==> config.mk <==
export PLATFORM = sky130hd
export DESIGN_NAME = decoder_onehot_acc
export DESIGN_NICKNAME = d
export VERILOG_FILES = /design/src/rtl/decoder_onehot_acc.sv
export SDC_FILE = /design/constraint.sdc
export NUM_CORES = 1
export LEC_CHECK = 0
export BUFFER_PORTS_ARGS = -buffer_cell sky130_fd_sc_hd__buf_2
export CAP_MARGIN = 20
export CORE_MARGIN = 2
export CORE_UTILIZATION = 52
export DETAILED_ROUTE_END_ITERATION = 12
export PLACE_DENSITY = 0.76
export SLEW_MARGIN = 20
export SYNTH_ARGS = -nofsm -noshare
export SYNTH_HDL_FRONTEND = slang
export SYNTH_SLANG_ARGS = --single-unit
==> constraint.sdc <==
create_clock -name clk -period 5.49 [get_ports clk]
set_input_delay 1.098 -clock clk [delete_from_list [all_inputs] [get_ports clk]]
set_output_delay 1.098 -clock clk [all_outputs]
set_load 0.01 [all_outputs]
==> src/rtl/decoder_onehot_acc.sv <==
// Registered one-hot decoder with optional burst accumulation into a single OR-mask.
// Optional macro DECODER_ONEHOT_DUP_EN adds out_dup (duplicate index seen inside a burst).
module decoder_onehot_acc #(
    parameter int unsigned IDX_WIDTH = 4,
    parameter bit          MSB_FIRST = 1'b1
) (
    input  logic                    clk,
    input  logic                    reset,
    input  logic [IDX_WIDTH-1:0]    in_idx,
    input  logic                    in_val,
    input  logic                    in_last,
    output logic                    in_rdy,
    input  logic                    acc_mode,
    input  logic                    clr,
    output logic [2**IDX_WIDTH-1:0] out_mask,
    output logic [IDX_WIDTH:0]      out_cnt,
    output logic                    out_val,
    input  logic                    out_rdy
`ifdef DECODER_ONEHOT_DUP_EN
    ,
    output logic                    out_dup
`endif
);

    localparam int unsigned OUT_WIDTH = 2**IDX_WIDTH;
    localparam int unsigned CNT_WIDTH = IDX_WIDTH + 1;

    localparam logic [0:0] ST_IDLE  = 1'b0;
    localparam logic [0:0] ST_ACCUM = 1'b1;

    logic [0:0]           state;
    logic [0:0]           state_nxt;
    logic [OUT_WIDTH-1:0] acc;
    logic [OUT_WIDTH-1:0] acc_nxt;
    logic [OUT_WIDTH-1:0] dec;
    logic [OUT_WIDTH-1:0] emit_mask;
    logic [IDX_WIDTH-1:0] bit_pos;
    logic [CNT_WIDTH-1:0] emit_cnt;
    logic                 accept;
    logic                 emit;

    assign in_rdy  = (!out_val || out_rdy) && !clr;
    assign accept  = in_val && in_rdy;
    // Legacy ordering maps index k to bit OUT_WIDTH-1-k, which is simply ~k.
    assign bit_pos = MSB_FIRST ? ~in_idx : in_idx;
    assign dec     = OUT_WIDTH'(1) << bit_pos;

    always_comb begin
        state_nxt = state;
        acc_nxt   = acc;
        emit      = 1'b0;
        emit_mask = '0;
        case (state)
            ST_IDLE: begin
                if (accept) begin
                    if (!acc_mode || in_last) begin
                        emit      = 1'b1;
                        emit_mask = dec;
                    end else begin
                        acc_nxt   = dec;
                        state_nxt = ST_ACCUM;
                    end
                end
            end
            ST_ACCUM: begin
                if (clr) begin
                    acc_nxt   = '0;
                    state_nxt = ST_IDLE;
                end else if (accept) begin
                    if (in_last) begin
                        emit      = 1'b1;
                        emit_mask = acc | dec;
                        acc_nxt   = '0;
                        state_nxt = ST_IDLE;
                    end else begin
                        acc_nxt = acc | dec;
                    end
                end
            end
            default: begin
                acc_nxt   = '0;
                state_nxt = ST_IDLE;
            end
        endcase
    end

    always_comb begin
        emit_cnt = '0;
        for (int i = 0; i < OUT_WIDTH; i++) begin
            emit_cnt = emit_cnt + CNT_WIDTH'(emit_mask[i]);
        end
    end

    always_ff @(posedge clk) begin
        if (reset) begin
            state    <= ST_IDLE;
            acc      <= '0;
            out_val  <= 1'b0;
            out_mask <= '0;
            out_cnt  <= '0;
        end else begin
            state <= state_nxt;
            acc   <= acc_nxt;
            if (emit) begin
                out_val  <= 1'b1;
                out_mask <= emit_mask;
                out_cnt  <= emit_cnt;
            end else if (out_rdy) begin
                out_val  <= 1'b0;
            end
        end
    end

`ifdef DECODER_ONEHOT_DUP_EN
    logic dup_acc;
    logic dup_acc_nxt;
    logic emit_dup;
    logic hit;

    // A beat hits when its bit is already present in the open burst.
    assign hit = |(acc & dec);

    always_comb begin
        dup_acc_nxt = dup_acc;
        emit_dup    = 1'b0;
        if (state == ST_ACCUM) begin
            if (clr) begin
                dup_acc_nxt = 1'b0;
            end else if (accept) begin
                if (in_last) begin
                    emit_dup    = dup_acc | hit;
                    dup_acc_nxt = 1'b0;
                end else begin
                    dup_acc_nxt = dup_acc | hit;
                end
            end
        end
    end

    always_ff @(posedge clk) begin
        if (reset) begin
            dup_acc <= 1'b0;
            out_dup <= 1'b0;
        end else begin
            dup_acc <= dup_acc_nxt;
            if (emit) begin
                out_dup <= emit_dup;
            end
        end
    end
`endif

endmodule

==> impl_metrics.csv, run 1 <==
group,metric,value,unit
placed_design,portBuffers,33,
synth,synth_nets,288,
power_and_ir_drop,peakVddDrop,0.1399,mV
routing,wl,5.260,mm
setup_path,cpMostUsedCell,"fa_1",
power_and_ir_drop,leakage,1.108,nW
synth,syn-cell-area,0.002434,mm^2
setup_path,crit_fanout,12,
setup_path,cp_cell_sequence,"buf_2, or2b_1, nand3_1, buf_4, nor2_1, a21boi_0, fa_1, fa_1, fa_1, inv_1, fa_1, ha_1, inv_1, fa_1, nor2b_1, o211ai_1, a21oi_1",
synth,ys_seq_area_share,32.08,%
sta,skew,0.005885,ns
cts,post_cts_resized,0,
final_layout,mostFrequentLayoutCells,"39 x dfxtp_1, 33 x buf_2, 27 x nor2_1",
final_layout,antenna_cells,0,
final_layout,final_core_util,60.98,%
placed_design,placed_area,0.002570,mm^2
final_layout,drive_gt1_share,27.03,%
placed_design,gp_congestion,0.8654,
cts,cts_buffers,5,
cts,clk_latency,0.29,ns
cts,htree_levels,2,
synth,synthArstFlopShare,0,%
final_layout,nNetsFinal,321,
floorplanning,start_util,54.76,%
floorplanning,rows,24,
final_layout,area_delta_synth_final,11.36,%
sta,timing.fmax,198.0,MHz
setup_path,worst_ep_required_time,5.71,ns
sta,grt_setup_unrepaired,"false",
setup_path,critPathMaxStageDelay,0.54,ns
sta,holdWs,0.4553,ns
synth,syn_avg_cell_area,9.288,um^2
grt,grt_start_max_net_pins,30,
placed_design,dp.final_hpwl,3.855,mm
setup_path,cp_data_arrival_time,5.27,ns
run,drv_cap,0,
synth,ys_ff_latch,39,
cts,postCtsSetupBuffers,0,
synth,synth_xor_area_share,0.7198,%
floorplanning,die_x,72.41,um
routing,first_pass_iters,4,
sta,slew_headroom,60.60,%
setup_path,crit_type,"in -> reg",
routing,vias,2029,
grt,first_global_vias,1940,
sta,report.final.slew_viol_count,0,
grt,antenna_found_initial,0,
sta,setup_tns,0,ns
cts,cts_tree,"done",
routing,routedWlPerCell,15.11,um
sta,setup_viol,0,
synth,synthAdderAreaFrac,10.80,%
floorplanning,ios,34,
floorplanning,core_area,0.004444,mm^2
routing,vias_per_cell,5.830,
synth,syn_inst,262,
floorplanning,die_h,72.41,um
synth,synthSimpleGateAreaFrac,17.63,%
routing,drt_iter0_drc,143,
grt,grt_pass1_wl,8.921,mm
floorplanning,die-area,0.005243,mm^2
synth,synth_top_family_by_area,"compound AO/OA/AOI/OAI gates",
setup_path,cp_slowest_cell,"fa_1",
sta,min_period,5.051,ns
grt,grt_remaining_overflow,0,
synth,yosys_warnings,0,
final_layout,final_area,0.002710,mm^2
grt,track_usage,21.76,%
power_and_ir_drop,power.total,0.6354,mW
sta,tightest_slew,0.5910,ns
synth,synth-compound-area-share,28.28,%
cts,ctsLongestPathBuffers,2,
cts,numClockSinks,39,
status,status,"complete, no violations",
setup_path,end_kind,"flip-flop",
min_path,min_path_type,"reg -> reg",
cts,clk_pin_slew_worst_paths,0.07,ns
sta,hold_viol,0,
synth,synth_edf_count,0,
final_layout,final_common_cell,"dfxtp_1",
routing,postRouteAntennaNets,0,
synth,muxShareOfSynthArea,0,%
synth,synth_flop_cell,"dfxtp_1",
synth,ys_types,47,
power_and_ir_drop,powerDensity,234.4,mW/mm^2
routing,drc,0,
final_layout,num-fill-cells,406,
cts,postCtsHoldBufs,0,
setup_path,start_kind,"primary input",
cts,cts-root-buf,"clkbuf_8",
sta,period_share,92.00,%
-- through the flow --
| stage | std cells | setup slack [ns] |
|---|---|---|
| 2_1_floorplan | 262 | 0.3113 |
| 3_3_place_gp | 338 | 0.1120 |
| 3_5_place_dp | 338 | 0.09757 |
| 4_1_cts | 346 | 0.3924 |
| 5_1_grt | 348 | 0.1147 |
| 6_report | 348 | 0.4390 |
-- worst paths after layout --
path,from,to,slack (ns),depth (start not counted)
worst min register to register,out_cnt[2],out_cnt[2],0.46,2
worst min-delay path,out_cnt[2],out_cnt[2],0.46,2
worst max register to register,state,out_cnt[4],0.98,15
worst max-delay path,out_rdy,out_cnt[4],0.44,17
-- routing by layer --
layer  global-route usage [%]  share of wire (%)  vias up
li1                         -                  -     1009
met5                        0                  0        -
met2                    34.35                 47       62
met1                    29.38                 46      952
met4                    8.436                1.2        0
met3                    4.444                5.8        6
-- critical path, delay by kind of cell --
family	cells	cell delay, ns
simple gates	4	0.61
compound gates	3	0.51
fa+ha+maj	6	2.59
buf+inv	4	0.46
-- state kept, by name, indices dropped and copies added, names as in the netlist --
| name | count |
|---|---|
| acc | 16 |
| out_cnt | 5 |
| out_mask | 16 |
| out_val | 1 |
| state | 1 |
-- cell families after synthesis --
logic type	Yosys count
AOI/OAI and AO/OA	86
xor gates and xnor gates	2
adders and majority gates	15
and+or+nand+nor	79
DFF	39
buffers and inverters	41
-- synth_stat cells (5+ instances only) --
master / n / share of area [%]
a211oi_1: 10 / 3.1
a211oi_2: 5 / 2.6
a21oi_1: 9 / 1.9
a22o_1: 13 / 4.7
buf_4: 5 / 1.5
buf_6: 7 / 3.2
dfxtp_1: 39 / 32
fa_1: 10 / 8.2
ha_1: 5 / 2.6
inv_1: 21 / 3.2
nand2_1: 12 / 1.9
nand3b_1: 5 / 1.5
nor2_1: 27 / 4.2
nor3_1: 11 / 2.3
o21ai_0: 14 / 2.9
o22ai_1: 7 / 1.8
o22ai_2: 9 / 4.6
-- where the power goes --
group / internal, mW / switching, mW / leakage [nW] / total [mW]
sequential: 0.291 / 0.00421 / 0.317 / 0.295
clock: 0.147 / 0.101 / 0.0612 / 0.248
combinational: 0.0356 / 0.0561 / 0.730 / 0.0917
-- area by class of cell --
| class | instances | area (um^2) | share of cell area, % |
|---|---|---|---|
| Multi-Input combinational cell | 182 | 1398 | 51.57 |
| Clock inverter | 2 | 35.03 | 1.293 |
| Sequential cell | 39 | 780.7 | 28.81 |
| Clock buffer | 6 | 82.58 | 3.047 |
| Inverter | 21 | 78.83 | 2.909 |
| Timing Repair Buffer | 46 | 270.3 | 9.972 |
| Tap cell | 52 | 65.06 | 2.401 |
(Power assumes the default switching activity.)
==> run 2: changes to the inputs <==
HOLD_SLACK_MARGIN = 0.08   (was default)
RECOVER_POWER = 100   (was default)
==> impl_metrics.csv, run 2 (synthesis results as in run 1) <==
group,metric,value,unit
cts,cts-root-buf,"clkbuf_8",
final_layout,antenna_cells,0,
sta,min_period,5.068,ns
floorplanning,die-area,0.005243,mm^2
cts,numClockSinks,39,
placed_design,dp.cells,338,
placed_design,placed_area,0.002570,mm^2
routing,vias_per_cell,5.885,
min_path,min_path_type,"reg -> reg",
routing,first_pass_iters,4,
final_layout,final_area,0.002606,mm^2
grt,track_usage,21.76,%
final_layout,drive_gt1_share,14.53,%
cts,clk_latency,0.29,ns
routing,wl,5.279,mm
sta,period_share,92.31,%
sta,setup_tns,0,ns
floorplanning,die_x,72.41,um
power_and_ir_drop,powerDensity,240.5,mW/mm^2
floorplanning,rows,24,
status,status,"complete, no violations",
sta,report.final.slew_viol_count,0,
cts,post_cts_resized,0,
placed_design,portBuffers,33,
setup_path,cp_top_family,"adder cells",
routing,drt_iter0_drc,176,
sta,slew_headroom,5.047,%
cts,cts_tree,"done",
grt,grt_pass1_wl,8.921,mm
sta,grt_setup_unrepaired,"false",
setup_path,cp_cell_sequence,"clkbuf_1, or2b_1, nand3_1, buf_4, nor2_1, a21boi_0, fa_1, fa_1, fa_1, inv_1, fa_1, ha_1, inv_1, fa_1, xnor2_1, nand2_1, a21oi_1",
floorplanning,ios,34,
routing,vias,2048,
setup_path,cpMostUsedCell,"fa_1",
grt,grt_remaining_overflow,0,
setup_path,start_kind,"primary input",
grt,first_global_vias,1940,
setup_path,cp_data_arrival_time,5.29,ns
cts,cts_buffers,5,
setup_path,worst_ep_required_time,5.71,ns
final_layout,final_cell_count_no_fill,348,
grt,grt_start_max_net_pins,30,
cts,ctsLongestPathBuffers,2,
power_and_ir_drop,leakage,0.9879,nW
sta,worst_slack,0.4221,ns
sta,hold_viol,0,
floorplanning,die_h,72.41,um
sta,timing.fmax,197.3,MHz
cts,postCtsHoldBufs,0,
setup_path,cp_slowest_cell,"fa_1",
power_and_ir_drop,power.total,0.6269,mW
placed_design,dp.final_hpwl,3.855,mm
cts,htree_levels,2,
sta,skew,0.005155,ns
floorplanning,core_area,0.004444,mm^2
sta,holdWs,0.4577,ns
grt,antenna_found_initial,0,
setup_path,crit_type,"in -> reg",
power_and_ir_drop,peakVddDrop,0.1395,mV
setup_path,crit_fanout,12,
final_layout,reg_top3,"acc: 16 flops, out_mask: 16 flops, out_cnt: 5 flops",
final_layout,final_core_util,58.64,%
run,drv_cap,0,
cts,postCtsSetupBuffers,0,
setup_path,critPathMaxStageDelay,0.54,ns
routing,postRouteAntennaNets,0,
routing,drc,0,
cts,clk_pin_slew_worst_paths,0.08,ns
setup_path,cp_num_buf_inv,4,
final_layout,nNetsFinal,321,
final_layout,final_common_cell,"dfxtp_1",
setup_path,end_kind,"flip-flop",
placed_design,dp_slack,0.09757,ns
final_layout,mostFrequentLayoutCells,"39 x dfxtp_1, 29 x clkbuf_1, 27 x nor2_1",
sta,tightest_slew,1.411,ns
routing,routedWlPerCell,15.17,um
sta,setup_viol,0,
floorplanning,start_util,54.76,%
placed_design,gp_congestion,0.8654,
final_layout,area_delta_synth_final,7.095,%
run 2: worst register-to-register path, delay by kind of cell (launching register included):
kind                     cells  cell delay [ns]
AO/OA/AOI/OAI                2             0.44
buffers and inverters        3             0.34
AND/OR/NAND/NOR              4             0.58
adder cells (fa/ha/maj)      6             2.59
flip-flops                   1             0.36
XOR/XNOR                     1             0.15
run 2: path summary, 6_finish.rpt:
path | startpoint | endpoint | slack, ns | cells after the start
setup reg to reg | out_val | out_cnt[2] | 0.97 | 16
setup / recovery | out_rdy | out_cnt[2] | 0.42 | 17
hold / removal | out_cnt[4] | out_cnt[4] | 0.46 | 2
hold reg to reg | out_cnt[4] | out_cnt[4] | 0.46 | 2
run 2: per-layer routing:
metal	vias to the layer above	share of wire, %	global-route usage (%)
met5	-	0	0
met4	0	0.97	8.436
met3	4	6.0	4.444
met2	74	46	34.35
met1	962	47	29.38
li1	1008	-	-
run 2: layout make-up:
class,instances,area [um^2]
Clock buffer,6,82.58
Tap cell,52,65.06
Sequential cell,39,780.7
Clock inverter,2,35.03
Multi-Input combinational cell,182,1350
Inverter,21,78.83
Fill cell,430,1838
Timing Repair Buffer,46,214.0
run 2: where the power goes:
group	internal, mW	switching [mW]	leakage, nW
Sequential	0.291	0.00439	0.317
Clock	0.147	0.101	0.0612
Combinational	0.0299	0.0537	0.610
